$ cat config.mk
export PLATFORM = sky130hd
export DESIGN_NAME = bus_arb_bcast
export DESIGN_NICKNAME = d
export VERILOG_FILES = /design/src/rtl/bus_arb_bcast.sv
export SDC_FILE = /design/constraint.sdc
export NUM_CORES = 1
export LEC_CHECK = 0
export ABC_AREA = 1
export CAP_MARGIN = 20
export CORE_ASPECT_RATIO = 1.4
export CORE_MARGIN = 2
export CORE_UTILIZATION = 41
export CTS_CLUSTER_DIAMETER = 40
export DETAILED_ROUTE_END_ITERATION = 10
export PLACE_DENSITY = 0.86
export SYNTH_ARGS = -nofsm -noshare
export SYNTH_HDL_FRONTEND = slang
export SYNTH_SLANG_ARGS = --single-unit
$ cat constraint.sdc
create_clock -name clk -period 2.2 [get_ports clk]
set_input_delay 0.44 -clock clk [delete_from_list [all_inputs] [get_ports clk]]
set_output_delay 0.44 -clock clk [all_outputs]
set_load 0.02 [all_outputs]
$ cat src/rtl/bus_arb_bcast.sv
// bus_arb_bcast: shared-bus arbiter moving one packet per 3-cycle transaction, with broadcast and drop counting
module bus_arb_bcast #(
    parameter int         pckg_sz = 24,
    parameter int         drvrs   = 4,
    parameter logic [7:0] bcst    = 8'hFF,
    parameter int         cnt_w   = 16
) (
    input  logic                     clk,
    input  logic                     reset,
    input  logic                     rr_mode,
    input  logic [drvrs-1:0]         pndng,
    input  logic [drvrs*pckg_sz-1:0] D_pop,
    output logic [drvrs-1:0]         pop,
    output logic [drvrs-1:0]         push,
    output logic [drvrs*pckg_sz-1:0] D_push,
    output logic [cnt_w-1:0]         pkt_cnt,
    output logic [cnt_w-1:0]         err_cnt,
    output logic                     busy
);
    localparam int sw = $clog2(drvrs);

    typedef enum logic [1:0] {IDLE, POP, PUSH} state_t;

    state_t            state, state_nx;
    logic [sw-1:0]     src, rr_ptr, win, idx;
    logic              found;
    logic [pckg_sz-1:0] pkt;
    logic [7:0]        dst;
    logic              legal, is_bcst;

    assign dst     = pkt[pckg_sz-1 -: 8];
    assign legal   = int'(dst) < drvrs;
    assign is_bcst = dst == bcst;
    assign D_push  = {drvrs{pkt}};
    assign busy    = state != IDLE;

    // Winner search: scan starts at rr_ptr in round-robin mode, at 0 in fixed mode
    always_comb begin
        win   = '0;
        found = 1'b0;
        idx   = '0;
        for (int k = 0; k < drvrs; k++) begin
            idx = rr_mode ? sw'((int'(rr_ptr) + k) % drvrs) : sw'(k);
            if (!found && pndng[idx]) begin
                win   = idx;
                found = 1'b1;
            end
        end
    end

    // State register
    always_ff @(posedge clk or posedge reset) begin
        if (reset) state <= IDLE;
        else       state <= state_nx;
    end

    // Next state: IDLE is the only arbitration point, POP and PUSH last one cycle each
    always_comb begin
        state_nx = state;
        case (state)
            IDLE:    state_nx = |pndng ? POP : IDLE;
            POP:     state_nx = PUSH;
            PUSH:    state_nx = IDLE;
            default: state_nx = IDLE;
        endcase
    end

    // Strobes decoded only from registered state, src and pkt so inputs never reach them
    always_comb begin
        pop  = '0;
        push = '0;
        if (state == POP) pop[src] = 1'b1;
        if (state == PUSH)
            push = legal   ? drvrs'(1) << dst :
                   is_bcst ? ~(drvrs'(1) << src) : '0;
    end

    // Datapath: latch winner, capture packet and advance rr_ptr, then count the outcome
    always_ff @(posedge clk or posedge reset) begin
        if (reset) begin
            src     <= '0;
            rr_ptr  <= '0;
            pkt     <= '0;
            pkt_cnt <= '0;
            err_cnt <= '0;
        end else begin
            if (state == IDLE && |pndng) src <= win;
            if (state == POP) begin
                pkt    <= D_pop[src*pckg_sz +: pckg_sz];
                rr_ptr <= (int'(src) == drvrs - 1) ? '0 : src + 1'b1;
            end
            if (state == PUSH) begin
                if (legal || is_bcst) pkt_cnt <= pkt_cnt + 1'b1;
                else                  err_cnt <= err_cnt + 1'b1;
            end
        end
    end
endmodule

# == Yosys cells after proc, flatten, opt, wreduce, memory -nomap -nowiden ==
# Cells that the tools add are included.
# classes
n_addsub,6
n_shift,3
multipliers,1
order_cmp,7
n_reduce_logical,14
bitwise,2
eq_ne,4
muxes,28
# ops
cell,n
$shiftx 96x8->24,1
$add 16x1->16 const B,2
$mux 2,9
$mux 4,4
$lt 2x3->1 const B,5
$mux 1,9
$bmux 1 s2,4
$eq 8x8->1 const B,1
$lt 8x3->1 const B,1
$shl 1x8->4 const A,1
$logic_and 1x1->1,5
$add 2x1->2 const B,2
$add 2x2->2 const B,2
$eq 2x1->1 const B,2
$mul 2x2->4 const B,1
$not 4->4,1
$pmux 2 s2,1
$reduce_and 2->1,2
$reduce_or 4->1,1
$shl 1x2->4 const A,1
$logic_not 1->1,3
$demux 1 s2,1
$eq 2x2->1 const B,1
$ge 2x1->1 const B,1
4 further kinds,4
# word_totals
out_inout_bits,137
register_bits,62
elab_cells,71

# == Longest topological paths before layout ==
# Gate-level depths: netlist of run 1.
# logic_depth
depth_word,13
depth_mapped,12
ltp_nobuf,11

# == Worst setup path before layout of run 1 ==
# No wires, ideal clock.
# synth_timing
path_kind,reg2out
startpoint,register pkt[22]
endpoint,output port push[0]
path_stages_with_launch,8
t_required_ns,1.760
t_arrival_ns,1.650
slack_ns,0.110
path_cell_list,dfrtp_1 inv_1 nor3_1 nand2_1 nand2_2 nand2_4 buf_6 a211oi_2
# synth_between
elab_chain_len,4
word_cells_on_any_way,6
cone_classes,order compare: 1; eq/ne: 1; shift: 1; mux: 3
# synth_rtl
item,line,text
"start, declared",27,logic [pckg_sz-1:0] pkt;
"start signal, assigned",89,pkt <= D_pop[src*pckg_sz +: pckg_sz];
branches (longest 2 deep; another with $lt 8x3->1),--,
$mux 4 (*),74,push = legal ? drvrs'(1) << dst :
$mux 4 (*),73,if (state == PUSH)
"end, declared",14,"output logic [drvrs-1:0] push,"
# Every way passes the cells marked *.

# == Worst setup path after layout of run 1 ==
# layout_timing
startpoint,register pkt[21]
endpoint,output port push[0]
# The elaborated chain is that of the path after synthesis.

==> run summary, run 1 <==
The flow ran to the end, and the final reports show no timing, DRC or antenna violations. The worst ir drop on vdd was 0.000984 V; the number of routed nets with antenna violations was 0. Entering global routing, the biggest net connects 63 pins. The time the worst path needs with I/O delays and setup is 2.15 ns. Total power for the finished layout comes to 8870 uW. The number of input and output port buffers inserted is 239, and the core area is 10900 um^2. The global-route wire length before repair is 20900 um. The final-layout worst hold slack was 0.514 ns; the proportion of power drawn by flip-flops and latches was 21.3%. TritonCTS built the clock tree. The longest clock path from root to sink contains 2 buffers.

Once placement completed, the tool counted placed cells totaling 962. CTS built an H-tree with a depth of 3. At the pin with the least slew margin, the transition time is 0.491 ns.

The die covers 12100 um^2. The number of global-route vias before repair is 4234. The run gives 0 as the number of endpoints failing setup at the final stage. The post-route netlist has 7.06% of its cells at a drive strength greater than 1.

The initial antenna violation count is 0, and the normalized max-slew margin is 67.3%. After layout, the worst path uses 97.9% of the clock period. The share of the synthesized area in the top cell type is 33.8%. The register bit total from synthesis came out at 62. For the final database, setup skew stands at 0.00542 ns. Once the floorplan was initialized, standard cells occupied 42.3% of the core. At the end of routability-driven placement, the weighted congestion stood at 0.871.

Based on the critical path, the design can be clocked at up to 464 MHz. Most used routing layer in global routing: met2. Ranked by total cell area, the synthesized netlist is headed by dfrtp_1, buf_4, nor2_1, nand2_1, o21ai_0.

The count of final max-slew check failures was 0; the global-route usage over all layers was 22.1%. The CTS clock-pin slew for the worst setup and hold paths was 0.05 ns. For this design the ratio of total power to cell area is 1280 nW/um^2.

The tools report the total CTS buffers as 9. The via count of the routed design came out at 4760. The synthesized area per cell works out to 7.00 um^2.

In the final design database the tool counted 942 nets. The yosys synthesis warning count was 0. The tools report the CTS root buffer as clkbuf_16. Dividing the detail-routed wire length by the instance count gives 14.2 um.

Area overhead of the layout relative to synthesis: 51.2%. The floorplan step set the die width to 93.5 um. STA puts the critical path data arrival time at 1.71 ns. At the later pin of the worst-skew pair, clock insertion delay measures 0.32 ns. The routed design has 13900 um of wire. The row count is 45, and the number of instances in the synthesized netlist is 657. The mean number of vias per cell was 4.87; the number of fill cells was 929. The tree built by TritonCTS fans out to 62 sinks. Once detailed placement completed, the half-perimeter wirelength came to 10600 um.

The biggest cell delay along the critical path works out to 0.40 ns. The number of DRC markers after the initial detailed-route iteration is 201, and the sequential fraction of the synthesis area is 33.8%. The met1 usage was 27.6%. The number of nets handed over by synthesis was 766. The share of total power dissipated in the clock network is 14.8%. Along the worst path, the maximum fanout reaches 4. The tightest min-delay check is of the input port to async pin type. In this run the vertical extent of the chip is 129 um.

The slowest stage of the critical path belongs to the cell dfrtp_1. The number of failing hold endpoints at the final stage is 0, and the count of unresolved DRC violations after routing is 0. Walking the worst path, the cells encountered are nor3_2 -> nand4_4 -> buf_6 -> a211oi_2 -> buf_4. After the flow finishes, the layout carries non-filler instances totaling 977. The global-route track usage on met3 is 5.47%, and the mapped cell area is 4600 um^2.

Global routing finished with a remaining overflow of 0. The critical path endpoint category is a primary output. The count of hold-fix buffers inserted at cts was 0; the met2 track demand over resource in global routing was 37.8%.

The biggest area consumer among synthesized cells was dfrtp_1. Combinational cells account for 63.9% of the total power. Cells fill 64.0% of the core in the end.

Classification of the worst setup path: flip-flop to primary output. Setup repair after global routing could not meet its margin everywhere. The number of primary I/O pins is 240, and the switching share of total power is 45.3%. The run gives 5 as the number of search-and-repair iterations in the first detailed-routing pass. The logs give 1.76 ns for the worst endpoint required time and 0 for the number of antenna diodes. Summed over all cells, the static leakage comes to 0.00303 uW.

The number of max-cap violations was 0. In this run the power spent charging and discharging nets is 4020 uW. The netlist uses 32 different library cells. The worst setup path is launched from a flip-flop. For the internal power component, the log shows 4850 uW.
critical path: cells and delay by family, from the launching register on:
family | cells | cell delay, ns
flops | 1 | 0.40
buf+inv | 2 | 0.34
compound gates | 1 | 0.25
simple gates | 2 | 0.39
power groups by stage:
stage / clock, uW / combinational [uW] / sequential (uW)
3_5_place_dp: 0 / 5660 / 1900
3_3_place_gp: 0 / 5590 / 1880
5_1_grt: 1400 / 6100 / 1940
2_1_floorplan: 0 / 3520 / 2190
4_1_cts: 1330 / 5680 / 1890
6_report: 1310 / 5670 / 1890
layer usage:
metal  up-vias  share of wire (%)
met3        19                6.9
met2       180                 51
met5         -                  0
met1      2167                 40
met4         0                1.7
li1       2394                  -
cell families (layout without fill, tap and decap cells):
group                      Yosys count  after routing  synth area share, %
adders and majority gates            6              6                 1.63
DFF                                 62             62                 33.8
buffers and inverters              147            326                 18.9
AOI/OAI and AO/OA                  106            106                 12.6
and+or+nand+nor                    308            308                 27.7
xor gates and xnor gates            28             28                 5.33
cell usage after synthesis:
library cell and instances:
nand2_2 2, o21ai_1 4, xnor2_1 8, o21a_1 1, nand3_1 30, a31oi_1 17
nand4_4 1, buf_4 73, buf_6 4, clkbuf_1 15, inv_2 2, a211oi_2 2
nor2_4 1, nand2_4 1, nor3_1 7, nand4_1 6, and3_2 1, o31ai_1 1
nand2_1 123, a21oi_1 5, nor3_2 1, buf_2 5, xor2_1 20, inv_1 47
o22ai_1 7, nand3b_1 1, dlymetal6s2s_1 1, dfrtp_1 62, nor2_1 132, nor2_2 2
o21ai_0 69, ha_1 6
cell usage in the layout (no fill, tap or decap), types with 3 or more instances in the layout:
master,count
clkdlybuf4s50_1,231
nor2_1,131
nand2_1,123
o21ai_0,69
dfrtp_1,62
inv_1,45
nand3_1,30
buf_4,24
xor2_1,20
a31oi_1,17
clkbuf_16,9
xnor2_1,8
o22ai_1,7
nand4_1,6
ha_1,6
nor3_1,5
a21oi_1,5
o21ai_1,4
inv_2,4
nor3_2,3
clkbuf_8,3
dlygate4sd2_1,3
area by class of cell:
cell class                 count  area [um^2]  area share (%)
clock buffer                  13          270            3.89
clock inverter                 1         5.00          0.0720
inverter                      49          184            2.65
multi-input combinational    448         2190            31.5
sequential                    62         1550            22.3
tap                          141          176            2.54
timing repair buffer         263         2570            37.0
sequential cells by signal (all words and copies together), names as in the netlist:
register,cells
pkt,24
pkt_cnt,16
err_cnt,16
src,2
rr_ptr,2
state,2
stage by stage:
| stage | cell area, um^2 | setup slack [ns] | setup TNS (ns) |
|---|---|---|---|
| after floorplan | 4600 | 0.110 | 0 |
| after global placement | 6670 | -0.0580 | -0.0816 |
| after detailed placement | 6670 | -0.113 | -0.193 |
| after CTS | 6940 | 0.0153 | 0 |
| after global routing | 6950 | -0.0335 | -0.0717 |
| final | 6950 | 0.0460 | 0 |
path summary, 6_finish.rpt:
kind                                start          end  slack, ns  cells past startpoint
min in group clk                rr_ptr[1]    rr_ptr[1]       0.52                      2
max in group asynchronous           reset      pkt[22]       1.43                      3
worst max register to register    pkt[21]  pkt_cnt[11]       0.58                      7
worst min register to register  rr_ptr[1]    rr_ptr[1]       0.52                      2
worst min-delay path                reset  err_cnt[14]       0.51                      3
worst max-delay path              pkt[21]      push[0]       0.05                      5
timing repair:
item                       CTS  global route
setup buffers                0             1
gates resized for setup     20             6
pin swaps                    0             2
setup endpoints to repair    7             5
(Power assumes the default switching activity.)
==> run 2: changes to the inputs <==
GPL_TIMING_DRIVEN = 0   (was default)
PLACE_DENSITY = 0.83   (was 0.86)
==> run 2 against run 1 <==
Compared with the run above:
- combinational power is 20% higher
- cell area up 11%
- fmax is 0.85% higher
- sequential share of layout area fell by 2.0 points
- worst hold slack worse by 0.028 ns
- clock skew barely moved
- clock power increased by 21%
- sequential power grew 3%
- first-iteration DRC count grew 23%
- critical path type unchanged
- critical endpoint is now D_push[92]
- total power is 17% higher
==> run summary, run 2 (same netlist as run 1, synthesis figures left out) <==
The number of max-cap violations was 0 (unchanged). The biggest cell delay along the critical path is 0.52 ns (+0.12 ns). The number of routed nets with antenna violations was 0 (unchanged). The tools report the number of nets in the final layout as 1029 (+9.2%).

The run gives 66.0% (+2.1 points) as the proportion of power drawn by combinational gates. The run gives 18.7% (-2.6 points) as the proportion of power drawn by flip-flops and latches. The internal power component was 5930 uW (+22%).

The critical path data arrival time is 1.70 ns (about the same). Period utilization: 97.1% (-0.83 points). TritonCTS built the clock tree.

The switching share of total power was 42.6% (-2.7 points). The actual slew at the worst max-slew pin works out to 0.639 ns (+0.148 ns). Critical path endpoint category: a primary output. Number of failing hold endpoints at the final stage: 0 (unchanged). The run gives 0.894 (+2.7%) as the global placer's final weighted congestion.

The run finished with clean final reports. The count of unresolved DRC violations after routing came out at 0 (unchanged). For the area of the die, the log shows 12100 um^2 (unchanged). The run gives 0.00340 uW (+12%) as the cell leakage power.

The start point of the critical path was pkt[20]. For the worst endpoint required time, the log shows 1.76 ns (about the same). The logs give 0 (unchanged) for the count of final max-slew check failures and 4410 uW (+9.6%) for the net switching power figure.

Walking the worst path, the cells encountered are buf_4 -> buf_4 -> buf_4 -> clkdlybuf4s50_1. The tools report the total half-perimeter wirelength after legalization and detailed placement as 12700 um (+20%). The number of flip-flops in the largest register was 24 (unchanged).

Counting flops per register, the top entry is pkt. The final sum of negative setup slack was 0 ns (unchanged). The most frequent cell on the critical path is buf_4. For the post-route total power, the log shows 10300 uW (+17%).

The normalized max-slew margin was 57.4% (-9.8 points); the vertical extent of the die was 129 um (unchanged). The run gives -0.531 ns (-0.418 ns) as the worst setup slack after placement. The run gives 39 (-38%) as the maximum number of pins on one net before global-route repair.

The number of fill cells is 873 (-6.0%), and the detailed-route wire length per cell is 15.1 um (+6.2%). The classification of the worst setup path was flip-flop to primary output. The path class of the tightest hold or removal check is input port to async pin.

The final-layout worst hold slack was 0.487 ns (-0.0277 ns). The width of the die is 93.5 um (unchanged), and the number of clock sinks seen by CTS is 62 (unchanged). The total CTS buffers came out at 9 (unchanged).

The run gives 15.3% (+0.5 points) as the share of power burned in the clock network. The starting density of the core is 42.3% (unchanged). The critical path buffer and inverter count is 4 (+2), and the fraction of layout cells with a size suffix above 1 is 16.5% (+9.5 points). The number of global-route vias before repair is 4930 (+16%). The cell sitting at the root of the clock tree is a clkbuf_16.

The slowest cell on the critical path is clkdlybuf4s50_1. The startpoint identified for the worst register-to-register timing path is src[1]. The number of endpoints failing setup at the final stage is 0 (unchanged). The buffer depth of the longest clock path is 2 (unchanged), and the top achievable clock speed is 468 MHz (+0.85%). The largest registers in the layout are pkt (24), err_cnt (16), pkt_cnt (16). The area growth from synthesis to layout is 67.1%.

Setup slack of the critical path after layout: 0.0642 ns (+0.0182 ns). The CTS clock-pin slew for the worst setup and hold paths is 0.05 ns (about the same), and the number of input and output port buffers inserted is 239 (unchanged). The core occupancy in the finished layout came out at 70.7% (+6.7 points).

Core area: 10900 um^2 (unchanged). The tools report the global-route wire length before repair as 24200 um (+15%). On the critical path the largest part of the delay comes from buffers and inverters. For the row count, the log shows 45 (unchanged).

Power density relative to cell area: 1350 nW/um^2 (+5.5%). Most frequent standard cell in the layout excluding fill and tap cells: clkdlybuf4s50_1. For the clock insertion delay at the later pin of the skew report, the log shows 0.33 ns (about the same). Number of search-and-repair iterations in the first detailed-routing pass: 4 (-1). The tools report the initial antenna violation count as 0 (unchanged). For the number of antenna diodes, the log shows 0 (unchanged). The tools report the CTS H-tree depth as 3 (unchanged). Time the worst path needs with I/O delays and setup: 2.14 ns (-0.0182 ns).

The via count of the routed design was 5340 (+12%); the highest fanout seen on the critical path was 5 (+1). In the layout the commonest cells are clkdlybuf4s50_1, nor2_1, nand2_1. The global route total overflow is 0 (unchanged), and the mean number of vias per cell is 5.01 (+2.8%). Number of primary I/O pins: 240 (unchanged).

The tools report the maximum clock skew at final layout as 0.00505 ns (-0.000367 ns). Total wirelength of the detailed-routed design: 16100 um (+16%). For the worst ir drop on vdd, the log shows 0.000990 V (+0.57%). The worst setup path is launched from a flip-flop.

The global-route usage over all layers was 25.6% (+3.5 points); the number of DRC markers after the initial detailed-route iteration was 247 (+23%). The count of hold-fix buffers inserted at cts is 0 (unchanged).
==> run 2: cell types whose count changed in the layout (fill, tap and decap cells not counted), sizes merged <==
cell,previous run,this run
buf,28,102
clkbuf,13,29
dlygate4sd2,3,0
bufinv,0,2
==> run 2: cell type report <==
class	count	area, um^2	share of cell area [%]
clock inverter	3	65.1	0.847
buffer	95	689	8.97
inverter	49	191	2.49
timing repair buffer	255	2510	32.6
sequential	62	1560	20.3
tap	141	176	2.30
clock buffer	13	270	3.52
multi-input combinational	448	2220	28.9
==> run 2: worst paths after layout <==
path | end | slack (ns) | cells after the start
max | D_push[92] | 0.06 | 4
min | pkt[17] | 0.49 | 2
max reg2reg | pkt[16] | 0.32 | 7
min reg2reg | err_cnt[2] | 0.52 | 1
max in group asynchronous | pkt[23] | 1.10 | 3
min in group clk | err_cnt[2] | 0.52 | 1
==> run 2: worst reg2reg max path, stage by stage (launching register included) <==
cell,delay [ns]
dfrtp_1,0.40
clkbuf_4,0.20
inv_6,0.16
clkbuf_1,0.43
o21ai_0,0.17
o22ai_1,0.25
nand2_1,0.09
o21ai_0,0.10
==> run 2: power by group through the flow <==
stage               registers, uW  logic (uW)  clock network [uW]
floorplan                    2190        3520                   0
global placement             2000        6380                   0
detailed placement           2010        6480                   0
CTS                          1930        6830                1590
global route                 1980        7320                1650
finish                       1940        6820                1580
==> run 2: repair_timing <==
item,CTS,global route
pin swaps,3,6
cloned,0,0
buffers inserted,11,4
resized for setup,64,13
setup endpoints to repair,8,7
==> run 2: per-layer routing <==
| layer | GRT usage, % | up-vias | part of all wire, % |
|---|---|---|---|
| li1 | - | 2571 | - |
| met5 | 0 | - | 0 |
| met1 | 28.9 | 2500 | 36 |
| met4 | 8.65 | 0 | 2.1 |
| met3 | 6.40 | 23 | 8.2 |
| met2 | 46.8 | 246 | 53 |
==> run 2: through the flow <==
| stage | area (um^2) | cells |
|---|---|---|
| 2_1_floorplan | 4600 | 657 |
| 3_3_place_gp | 7170 | 1037 |
| 3_5_place_dp | 7190 | 1038 |
| 4_1_cts | 7660 | 1064 |
| 5_1_grt | 7680 | 1066 |
| 6_report | 7680 | 1066 |
